===== config.mk =====
export PLATFORM = sky130hd
export DESIGN_NAME = hazard_ctrl
export DESIGN_NICKNAME = d
export VERILOG_FILES = /design/src/rtl/hazard_ctrl.sv
export SDC_FILE = /design/constraint.sdc
export NUM_CORES = 1
export LEC_CHECK = 0
export ABC_AREA = 1
export BUFFER_PORTS_ARGS = -buffer_cell sky130_fd_sc_hd__buf_2
export CORE_ASPECT_RATIO = 1.4
export CORE_UTILIZATION = 30
export DETAILED_ROUTE_END_ITERATION = 12
export GPL_ROUTABILITY_DRIVEN = 0
export SLEW_MARGIN = 5
export SYNTH_ARGS = -nofsm -noshare
export SYNTH_HDL_FRONTEND = slang
export SYNTH_SLANG_ARGS = --single-unit

===== constraint.sdc =====
create_clock -name clock -period 2.8 [get_ports clock]
set_input_delay 0.56 -clock clock [delete_from_list [all_inputs] [get_ports clock]]
set_output_delay 0.56 -clock clock [all_outputs]
set_load 0.03 [all_outputs]

===== src/rtl/hazard_ctrl.sv =====
// Pipeline hazard controller: load-use stall, branch/jump redirect squash,
// and saturating performance counters for stall cycles and redirect events.
module hazard_ctrl #(
  parameter int LOAD_STALL_CYCLES = 1,
  parameter int REDIRECT_CYCLES   = 1,
  parameter int CW                = 32
) (
  input  logic          clock,
  input  logic          reset,
  input  logic [4:0]    ID_RS,
  input  logic [4:0]    ID_RT,
  input  logic          ID_UsesRT,
  input  logic          EX_MEM_RDEN,
  input  logic [4:0]    EX_RT,
  input  logic [1:0]    EX_PCSrc,
  output logic          PC_Write,
  output logic          IF_ID_Write,
  output logic          IF_ID_Flush,
  output logic          ID_EX_Flush,
  output logic [CW-1:0] Stall_Count,
  output logic [CW-1:0] Redirect_Count
);

  localparam int CNT_MAX = (LOAD_STALL_CYCLES > REDIRECT_CYCLES) ? LOAD_STALL_CYCLES
                                                                 : REDIRECT_CYCLES;
  localparam int CNT_W   = (CNT_MAX > 1) ? $clog2(CNT_MAX + 1) : 1;
  localparam logic [CNT_W-1:0] LS_RELOAD = CNT_W'(LOAD_STALL_CYCLES - 2);
  localparam logic [CNT_W-1:0] RD_RELOAD = CNT_W'(REDIRECT_CYCLES - 2);

  typedef enum logic [1:0] {RUN, LDSTALL, REDIR} state_t;

  state_t           state, state_nx;
  logic [CNT_W-1:0] cnt, cnt_nx;
  logic             lu, rd;
  logic             stall_inc, redir_inc;

  assign lu = EX_MEM_RDEN && (EX_RT != 5'd0) &&
              ((EX_RT == ID_RS) || (ID_UsesRT && (EX_RT == ID_RT)));
  assign rd = (EX_PCSrc != 2'b00);

  // NOTE: every output of this block gets a default first so no path leaves one unassigned (no latches).
  always_comb begin
    state_nx    = state;
    cnt_nx      = cnt;
    PC_Write    = 1'b1;
    IF_ID_Write = 1'b1;
    IF_ID_Flush = 1'b0;
    ID_EX_Flush = 1'b0;
    stall_inc   = 1'b0;
    redir_inc   = 1'b0;

    // A redirect wins in every state: anything younger is on the wrong path.
    if (rd) begin
      IF_ID_Flush = 1'b1;
      ID_EX_Flush = 1'b1;
      redir_inc   = 1'b1;
      if (REDIRECT_CYCLES > 1) begin
        state_nx = REDIR;
        cnt_nx   = RD_RELOAD;
      end else begin
        state_nx = RUN;
      end
    end else begin
      unique case (state)
        RUN: begin
          if (lu) begin
            PC_Write    = 1'b0;
            IF_ID_Write = 1'b0;
            ID_EX_Flush = 1'b1;
            stall_inc   = 1'b1;
            if (LOAD_STALL_CYCLES > 1) begin
              state_nx = LDSTALL;
              cnt_nx   = LS_RELOAD;
            end
          end
        end
        LDSTALL: begin
          PC_Write    = 1'b0;
          IF_ID_Write = 1'b0;
          ID_EX_Flush = 1'b1;
          stall_inc   = 1'b1;
          if (cnt == '0) state_nx = RUN;
          else           cnt_nx   = cnt - CNT_W'(1);
        end
        REDIR: begin
          IF_ID_Flush = 1'b1;
          ID_EX_Flush = 1'b1;
          if (cnt == '0) state_nx = RUN;
          else           cnt_nx   = cnt - CNT_W'(1);
        end
        default: state_nx = RUN;
      endcase
    end

    if (reset) begin
      PC_Write    = 1'b0;
      IF_ID_Write = 1'b0;
      IF_ID_Flush = 1'b1;
      ID_EX_Flush = 1'b1;
    end
  end

  // NOTE: sequential state uses non-blocking assignments so all registers update together at the edge.
  always_ff @(posedge clock or posedge reset) begin
    if (reset) begin
      state          <= RUN;
      cnt            <= '0;
      Stall_Count    <= '0;
      Redirect_Count <= '0;
    end else begin
      state <= state_nx;
      cnt   <= cnt_nx;
      if (stall_inc && (Stall_Count != '1))    Stall_Count    <= Stall_Count + CW'(1);
      if (redir_inc && (Redirect_Count != '1)) Redirect_Count <= Redirect_Count + CW'(1);
    end
  end

endmodule


==> summary.md, run 1 <==
| Metric | Value |
|---|---|
| Floorplan core area | `14400 um2` |
| Leak Pwr | `2.77 nW` |
| Outcome | `completed` |
| Postcts setup bufs | `0` |
| Die Width | `104 um` |
| Final net count | `809` |
| CP required | `3010 ps` |
| Placed inst area | `5020 um2` |
| Hold Crit Class | `in -> async` |
| Post-synth top cells | `nand2_1 (329), nor2_1 (83), inv_1 (66)` |
| Clk network pwr share | `38.4%` |
| Cts hold-fix bufs | `0` |
| Worst-case reg-to-reg path depth | `9` |
| Die Ht | `145 um` |
| Worst EP arrival | `2520 ps` |
| Htree depth | `3` |
| Worst hold margin | `147 ps` |
| Setup TNS | `0 ps` |
| Initial Util | `30.6%` |
| Final Hold Fails | `0` |
| Routed WL | `12.6 mm` |
| Crit path launch | `Stall_Count[0]` |
| Vias in the first global route | `4208` |
| Grt ovf | `0` |
| Primary FF master, synth | `dfrtp_1` |
| Post-synth top area share | `36.3%` |
| DP Worst Slack | `464 ps` |
| Pre-antenna DRT Iters | `4` |
| Finished Layout Cells | `979` |
| Power, Total | `2.77 mW` |
| Critical R2R Launch | `Stall_Count[0]` |
| Area Growth Syn to Fin | `20.2%` |
| Clock tree buffer depth | `2` |
| Worst path cell trace | `ha_1, nand2_1, nor2_2, nand2_1, nor2_2, nand2_1, nand4_2, nand2_1, nand2_1` |
| Net Sw Power | `952 uW` |
| Stages on the worst setup path | `9` |
| WP buf/inv | `0` |
| Logic gate share of total power | `21.3%` |
| Latest clock arrival within the worst-skew pair | `330 ps` |
| CP Capture Type | `flop` |
| Fmax | `433 MHz` |
| Final Cell Area | `5300 um2` |
| Reg2Reg Setup Slack | `490 ps` |
| Mapped cell area | `4410 um2` |
| Ranking of synthesized cells by area | `dfrtp_1 (36%), nand2_1 (28%), nor2_1 (7.1%)` |
| DP HPWL | `9.55 mm` |
| Setup Viol. Count Final | `0` |
| DRC violations left | `0` |
| Fin crit period | `2310 ps` |
| Setup WS post-layout | `491 ps` |
| CTS sink cnt | `64` |
| Measured slew at the worst slew-check pin | `868 ps` |
| Pwr Density | `522 nW/um2` |
| Setup Crit Path Kind | `reg -> reg` |
| Post-cts resize count | `0` |
| Syn_area_per_cell | `6.33 um2` |
| Worst VDD drop | `0.000247 V` |
| Final ANT Viol Nets | `0` |
| Most frequent cell after synthesis | `nand2_1` |
| Io pins | `89` |
| Site row count | `52` |
| Die area | `15200 um2` |
| Dpl cells | `964` |
| CTS root buffer | `clkbuf_16` |
| Share of power burned in registers | `40.3%` |
| Global-route wire length before repair | `20.7 mm` |
| Initial antenna violation count | `0` |
| Pin count of the biggest net entering global routing | `49` |
| DRT iter0 DRCs | `120` |
| Crit path max-delay family | `simple AND/OR/NAND/NOR gates` |
| Asr flop ratio synth | `100%` |
| Post-Syn Instances | `696` |
| Most frequent CP cell | `nand2_1` |
| Final Skew | `6.36 ps` |
| Startpoint type of the worst setup path | `flop` |
| CP max-delay cell | `nand4_2` |
| Max incr delay on CP | `680 ps` |
| Max-slew violations | `0` |
| RSZ-0062 raised after global routing | `false` |
| Register bit total from synthesis | `64` |
| MaxCap Viol Count | `0` |
| Area leader, netlist | `dfrtp_1` |
| Via density | `4.53` |
| Syn Nets | `719` |
| Post-synthesis sequential area ratio | `36.3%` |
| DR WL/cell | `12.8 um` |
| Internal | `1.81 mW` |
| Cts bufs inserted | `9` |
| GRT Resource Usage Total | `17.3%` |
| Ys Warns | `0` |
| Worst relative slew slack | `42.0%` |
| Ratio of cells with drive above 1 in the final layout | `15.9%` |
| IO Port Bufs | `88` |
| Via count | `4433` |
| CTS tree | `yes` |
| Core Util, Final | `36.8%` |
| Clock-pin transition on the worst setup and hold timing paths | `60 ps` |
| Diodes inserted | `0` |
| Synth cell types | `24` |
| Switching part of the total power | `34.4%` |
| Fin crit share | `82.5%` |
| Critical Path Fanout Max | `32` |
| Post-synth EDFFs | `0` |
==> sequential cells by signal, summed over array words and instances (netlist names) <==
name and cells:
Redirect_Count 32, Stall_Count 32
==> power groups by stage <==
stage	logic, mW	clock network (mW)	registers (mW)
finish	0.589	1.06	1.11
floorplan	0.254	0	1.27
global route	0.651	1.14	1.13
global placement	0.590	0	1.13
CTS	0.596	1.10	1.12
detailed placement	0.594	0	1.13
==> cell usage in the layout, fill, tap and decap left out <==
cell type   Yosys  routed
nand2_2         2       2
nand3b_1       13      13
nor4_1          1       1
nor2_1         83      83
clkbuf_1        0       1
inv_2           7       7
inv_1          66      65
dfrtp_1        64      64
xnor2_1         9       9
nand2_1       329     329
clkinv_2        0       2
clkbuf_8        0       2
xor2_1         22      22
buf_4           2       4
clkinvlp_4      0       2
ha_1            2       2
nor3_2          1       1
nor3_1         15      15
nand3_2         3       3
o21ai_0        22      22
nand3_1        28      28
nand4_2         1       1
nor2_4          1       1
nand4_1         9       9
nor2_2          4       4
and3_1          1       1
clkbuf_16       0       9
buf_2           7      88
==> layer usage <==
layer | global-route usage [%] | share of wire [%] | up-vias
met5 | 0 | 0 | -
met4 | 8.07 | 2.7 | 0
met3 | 3.45 | 4.1 | 20
met2 | 30.6 | 51 | 112
met1 | 19.9 | 42 | 1986
li1 | - | - | 2315
==> area by class of cell <==
| cell class | count | area, um2 |
|---|---|---|
| multi-input cells | 546 | 2440 |
| flip-flops and latches | 64 | 1600 |
| fillers | 1610 | 9080 |
| inverters | 73 | 278 |
| clock buffers | 12 | 256 |
| well taps | 189 | 236 |
| repair buffers | 92 | 470 |
| clock inverters | 3 | 17.5 |
==> worst paths after layout <==
check                                     endpoint
min in group clock                  Stall_Count[1]
worst max-delay path               Stall_Count[22]
worst min-delay path                Stall_Count[0]
worst max register to register     Stall_Count[22]
max in group asynchronous       Redirect_Count[19]
worst min register to register      Stall_Count[1]
==> cell families (layout without fill, tap and decap cells) <==
group,after synthesis,count (layout),share of synthesized area [%]
flops,64,64,36.3
fa+ha+maj,2,2,0.568
xor+xnor,31,31,6.16
buf+inv,86,180,8.38
compound gates,22,22,2.50
simple gates,491,491,46.1
Power figures use the tool's default switching activity.
==> run 2, diff against run 1 <==
==> constraint.sdc (replaced) <==
create_clock -name clock -period 2.3 [get_ports clock]
set_input_delay 0.46 -clock clock [delete_from_list [all_inputs] [get_ports clock]]
set_output_delay 0.46 -clock clock [all_outputs]
set_load 0.03 [all_outputs]
==> run 2 against run 1 <==
Compared with the run above:
- design area rose by 2.8%
- utilization rose by 1.0 points
- hold slack improved by 150 ps
- worst setup slack got worse by 270 ps
- first-iteration DRC count rose by 39%
- largest cell class unchanged
==> summary.md, run 2 (synthesis results as in run 1) <==
| Metric | Value |
|---|---|
| IO Port Bufs | `88` |
| Grt ovf | `0` |
| Pin count of the biggest net entering global routing | `40` |
| MaxCap Viol Count | `0` |
| Cts bufs inserted | `9` |
| CTS sink cnt | `64` |
| Final ANT Viol Nets | `0` |
| DRT iter0 DRCs | `167` |
| Leak Pwr | `2.84 nW` |
| Worst hold margin | `295 ps` |
| Worst relative slew slack | `52.1%` |
| Crit path launch | `Stall_Count[0]` |
| Fmax | `481 MHz` |
| DRC violations left | `0` |
| Area Growth Syn to Fin | `23.5%` |
| Fin crit period | `2080 ps` |
| DP HPWL | `10.0 mm` |
| RSZ-0062 raised after global routing | `false` |
| Setup WS post-layout | `222 ps` |
| DR WL/cell | `13.0 um` |
| Worst EP arrival | `2340 ps` |
| CTS root buffer | `clkbuf_16` |
| Hold Crit Class | `in -> async` |
| Cts hold-fix bufs | `0` |
| Die Width | `104 um` |
| CP Capture Type | `flop` |
| Final Skew | `7.79 ps` |
| Fin crit share | `90.3%` |
| Worst VDD drop | `0.000412 V` |
| Diodes inserted | `0` |
| Site row count | `52` |
| Clock tree buffer depth | `2` |
| Power, Total | `3.64 mW` |
| Commonest non-fill, non-tap cells in the layout | `nand2_1 (328), buf_2 (88), nor2_1 (83)` |
| Outcome | `completed` |
| CP required | `2570 ps` |
| GRT Resource Usage Total | `17.8%` |
| Die area | `15200 um2` |
| Pwr Density | `669 nW/um2` |
| Initial antenna violation count | `0` |
| Io pins | `89` |
| Via density | `4.51` |
| DP Worst Slack | `146 ps` |
| End of the critical path | `Stall_Count[10]` |
| Reg2Reg Setup Slack | `220 ps` |
| Post-cts resize count | `0` |
| Setup Viol. Count Final | `0` |
| Die Ht | `145 um` |
| Core Util, Final | `37.9%` |
| Pre-antenna DRT Iters | `4` |
| Htree depth | `3` |
| Critical Path Fanout Max | `18` |
| Final Hold Fails | `0` |
| Via count | `4452` |
| Largest registers | `Redirect_Count: 32 flops, Stall_Count: 32 flops` |
| Startpoint type of the worst setup path | `flop` |
| Floorplan core area | `14400 um2` |
| CTS tree | `yes` |
| Final net count | `816` |
| Worst-case reg-to-reg path depth | `11` |
| Max-slew violations | `0` |
| Clock-pin transition on the worst setup and hold timing paths | `60 ps` |
| Commonest non-fill, non-tap cell in the layout | `nand2_1` |
| Critical R2R Launch | `Stall_Count[0]` |
| Postcts setup bufs | `0` |
| Vias in the first global route | `4294` |
| Setup Crit Path Kind | `reg -> reg` |
| Worst reg2reg endpoint | `Stall_Count[10]` |
| Latest clock arrival within the worst-skew pair | `330 ps` |
| Routed WL | `12.8 mm` |
| Initial Util | `30.6%` |
| Global-route wire length before repair | `21.2 mm` |
| Ratio of cells with drive above 1 in the final layout | `17.2%` |
| Measured slew at the worst slew-check pin | `718 ps` |
-- run 2: cell count changes in the layout (fill, tap and decap cells not counted), moves of 2 or more --
| cell | delta |
|---|---|
| clkbuf_8 | -2 |
| buf_12 | +2 |
| buf_4 | +5 |
| bufinv_16 | +3 |
-- run 2: final cells by class --
cell class                 instances  area, um2
fill                            1583       8930
multi-input combinational        546       2440
sequential                        64       1600
timing repair buffer              99        548
inverter                          73        278
tap                              189        236
clock buffer                      10        229
clock inverter                     6        108
-- run 2: report_power, final --
part | internal, mW | switching (mW) | leakage (nW)
clock network | 1.05 | 0.511 | 0.162
logic | 0.214 | 0.501 | 1.81
registers | 1.23 | 0.133 | 0.869
-- run 2: per-stage QoR --
stage,TNS (ps),cells,cell area [um2]
final,0,987,5440
after floorplan,-69.8,696,4420
after global routing,0,987,5440
after global placement,0,971,5110
after detailed placement,0,971,5110
after CTS,0,987,5440
-- run 2: metal layers --
metal / routed length (um) / part of all wire (%) / up-vias / GRT usage (%)
met5: 0 / 0 / - / 0
met4: 334 / 2.6 / 0 / 8.93
met3: 584 / 4.6 / 25 / 2.33
met2: 6900 / 54 / 116 / 32.8
met1: 4980 / 39 / 1985 / 19.9
li1: - / - / 2326 / -
-- run 2: how the worst min path moves through the flow --
| stage | depth (start not counted) | end | slack (ps) |
|---|---|---|---|
| after CTS | 3 | Redirect_Count[24] | 310 |
| final | 3 | Redirect_Count[21] | 300 |
| after global placement | 2 | Stall_Count[1] | 510 |
| after floorplan | 1 | Redirect_Count[0] | 610 |
| after global routing | 3 | Redirect_Count[24] | 350 |
| after detailed placement | 2 | Stall_Count[7] | 510 |
-- run 2: worst max-delay path, stage by stage, from the launching register on --
cell	delay, ps
dfrtp_1	420
ha_1	230
nand2_1	90
nor2_2	50
nand2_1	90
nor2_1	60
nand3b_1	80
nor2_1	60
nor2_2	570
buf_12	230
nand2_1	60
nand2_1	60
==> run 3, diff against run 2 <==
--- a/config.mk
+++ b/config.mk
@@ -7,7 +7,7 @@
 export LEC_CHECK = 0
 export ABC_AREA = 1
 export BUFFER_PORTS_ARGS = -buffer_cell sky130_fd_sc_hd__buf_2
-export CORE_ASPECT_RATIO = 1.4
+export CORE_ASPECT_RATIO = 0.9
 export CORE_UTILIZATION = 30
 export DETAILED_ROUTE_END_ITERATION = 12
 export GPL_ROUTABILITY_DRIVEN = 0
==> run 3 against run 2 <==
Compared with the run above:
- sequential share of layout area rose by 0.29 points
- critical path type is now in -> out
- global-route usage shrank 1.0 points
- design area decreased by 0.97%
- via count about the same
- sequential power about the same
- critical path depth shrank 2
==> summary.md, run 3 (synthesis results as in run 1) <==
| Metric | Value |
|---|---|
| DR WL/cell | `12.5 um` |
| Max-slew violations | `0` |
| Final ANT Viol Nets | `0` |
| Startpoint type of the worst setup path | `input pin` |
| Global-route wire length before repair | `19.6 mm` |
| Setup Crit Path Kind | `in -> out` |
| Largest registers | `Redirect_Count: 32 flops, Stall_Count: 32 flops` |
| Leak Pwr | `2.82 nW` |
| Switching part of the total power | `32.5%` |
| CP required | `1840 ps` |
| IO Port Bufs | `88` |
| MaxCap Viol Count | `0` |
| Worst EP arrival | `1560 ps` |
| Floorplan core area | `14200 um2` |
| Commonest non-fill, non-tap cells in the layout | `nand2_1 (328), buf_2 (88), nor2_1 (83)` |
| Worst relative slew slack | `44.4%` |
| Fin crit share | `87.7%` |
| RSZ-0062 raised after global routing | `false` |
| Critical Path Fanout Max | `3` |
| Setup TNS | `0 ps` |
| Max incr delay on CP | `190 ps` |
| CTS tree | `yes` |
| Clock tree buffer depth | `2` |
| Site row count | `41` |
| Internal | `2.41 mW` |
| Worst hold margin | `469 ps` |
| Hold Crit Class | `in -> async` |
| Pre-antenna DRT Iters | `5` |
| Die area | `15200 um2` |
| Outcome | `completed` |
| CTS root buffer | `clkbuf_16` |
| Latest clock arrival within the worst-skew pair | `340 ps` |
| Placed inst area | `5070 um2` |
| Power, Total | `3.57 mW` |
| Cts bufs inserted | `9` |
| Die Width | `130 um` |
| Setup Viol. Count Final | `0` |
| Measured slew at the worst slew-check pin | `834 ps` |
| DP HPWL | `9.19 mm` |
| GRT Resource Usage Total | `16.8%` |
| Worst-case reg-to-reg path depth | `11` |
| Grt ovf | `0` |
| CP Capture Type | `output pin` |
| DRC violations left | `0` |
| Worst VDD drop | `0.000327 V` |
| Routed WL | `12.4 mm` |
| Final Skew | `4.62 ps` |
| Initial Util | `31.1%` |
| Final Hold Fails | `0` |
| Clk network pwr share | `42.2%` |
| DP Worst Slack | `308 ps` |
| Worst path cell trace | `buf_2, inv_1, nand4_1, o21ai_0, inv_1, nand3_1, nand2_1, inv_2, buf_2` |
| Cts hold-fix bufs | `0` |
| Diodes inserted | `0` |
| CP max-delay cell | `nand3_1` |
| Stages on the worst setup path | `9` |
| Initial antenna violation count | `0` |
| Area Growth Syn to Fin | `22.3%` |
| Share of power burned in registers | `38.0%` |
| Fmax | `496 MHz` |
| Pin count of the biggest net entering global routing | `65` |
| Crit path max-delay family | `buffers and inverters` |
| Htree depth | `3` |
| Ratio of cells with drive above 1 in the final layout | `16.9%` |
| DRT iter0 DRCs | `314` |
| Clock-pin transition on the worst setup and hold timing paths | `60 ps` |
| Pwr Density | `662 nW/um2` |
| Postcts setup bufs | `0` |
| Via density | `4.51` |
| Commonest non-fill, non-tap cell in the layout | `nand2_1` |
| Io pins | `89` |
| Fin crit period | `2020 ps` |
| Final net count | `812` |
| Setup WS post-layout | `283 ps` |
| Via count | `4453` |
| Vias in the first global route | `3820` |
| WP buf/inv | `5` |
| Post-cts resize count | `0` |
| Final Cell Area | `5390 um2` |
| Logic gate share of total power | `19.8%` |
| Net Sw Power | `1.16 mW` |
| Die Ht | `117 um` |
| CTS sink cnt | `64` |
## run 3: area by class of cell
cell class	instances	area, um2
Sequential cell	64	1600
Multi-Input combinational cell	546	2440
Timing Repair Buffer	95	505
Clock buffer	10	239
Clock inverter	6	82.6
Tap cell	193	241
Inverter	73	278
Fill cell	1559	8770
## run 3: path summary, 6_finish.rpt
path                                        start                 end  slack, ps
worst max register to register  Redirect_Count[1]  Redirect_Count[13]        410
worst max-delay path                     EX_RT[3]         IF_ID_Write        280
worst min-delay path                        reset   Redirect_Count[4]        470
max in group asynchronous                   reset      Stall_Count[7]       1290
min in group clock                 Stall_Count[3]      Stall_Count[3]        540
worst min register to register     Stall_Count[3]      Stall_Count[3]        540
## run 3: power groups by stage
stage / sequential [mW] / combinational, mW / clock (mW)
after floorplan: 1.54 / 0.311 / 0
after global placement: 1.37 / 0.713 / 0
after detailed placement: 1.38 / 0.713 / 0
after CTS: 1.36 / 0.715 / 1.53
after global routing: 1.38 / 0.799 / 1.59
final: 1.36 / 0.707 / 1.51
## run 3: layer usage
metal  global-route usage [%]  part of all wire, %  wire (um)
met2                     23.8                   41       5110
met1                     24.5                   51       6300
met4                     5.58                  1.4        176
met3                     4.36                  6.2        772
met5                        0                    0          0
## run 3: worst min-delay path, stage by stage
cell        delay [ps]
buf_2              110
clkinvlp_4         100
buf_4              660
## run 3: stage by stage
| step | utilization (%) | std cells |
|---|---|---|
| final | 38.1 | 987 |
| after global routing | 38.1 | 987 |
| after CTS | 38.1 | 987 |
| after detailed placement | 35.8 | 971 |
| after global placement | 35.8 | 971 |
| after floorplan | - | 696 |
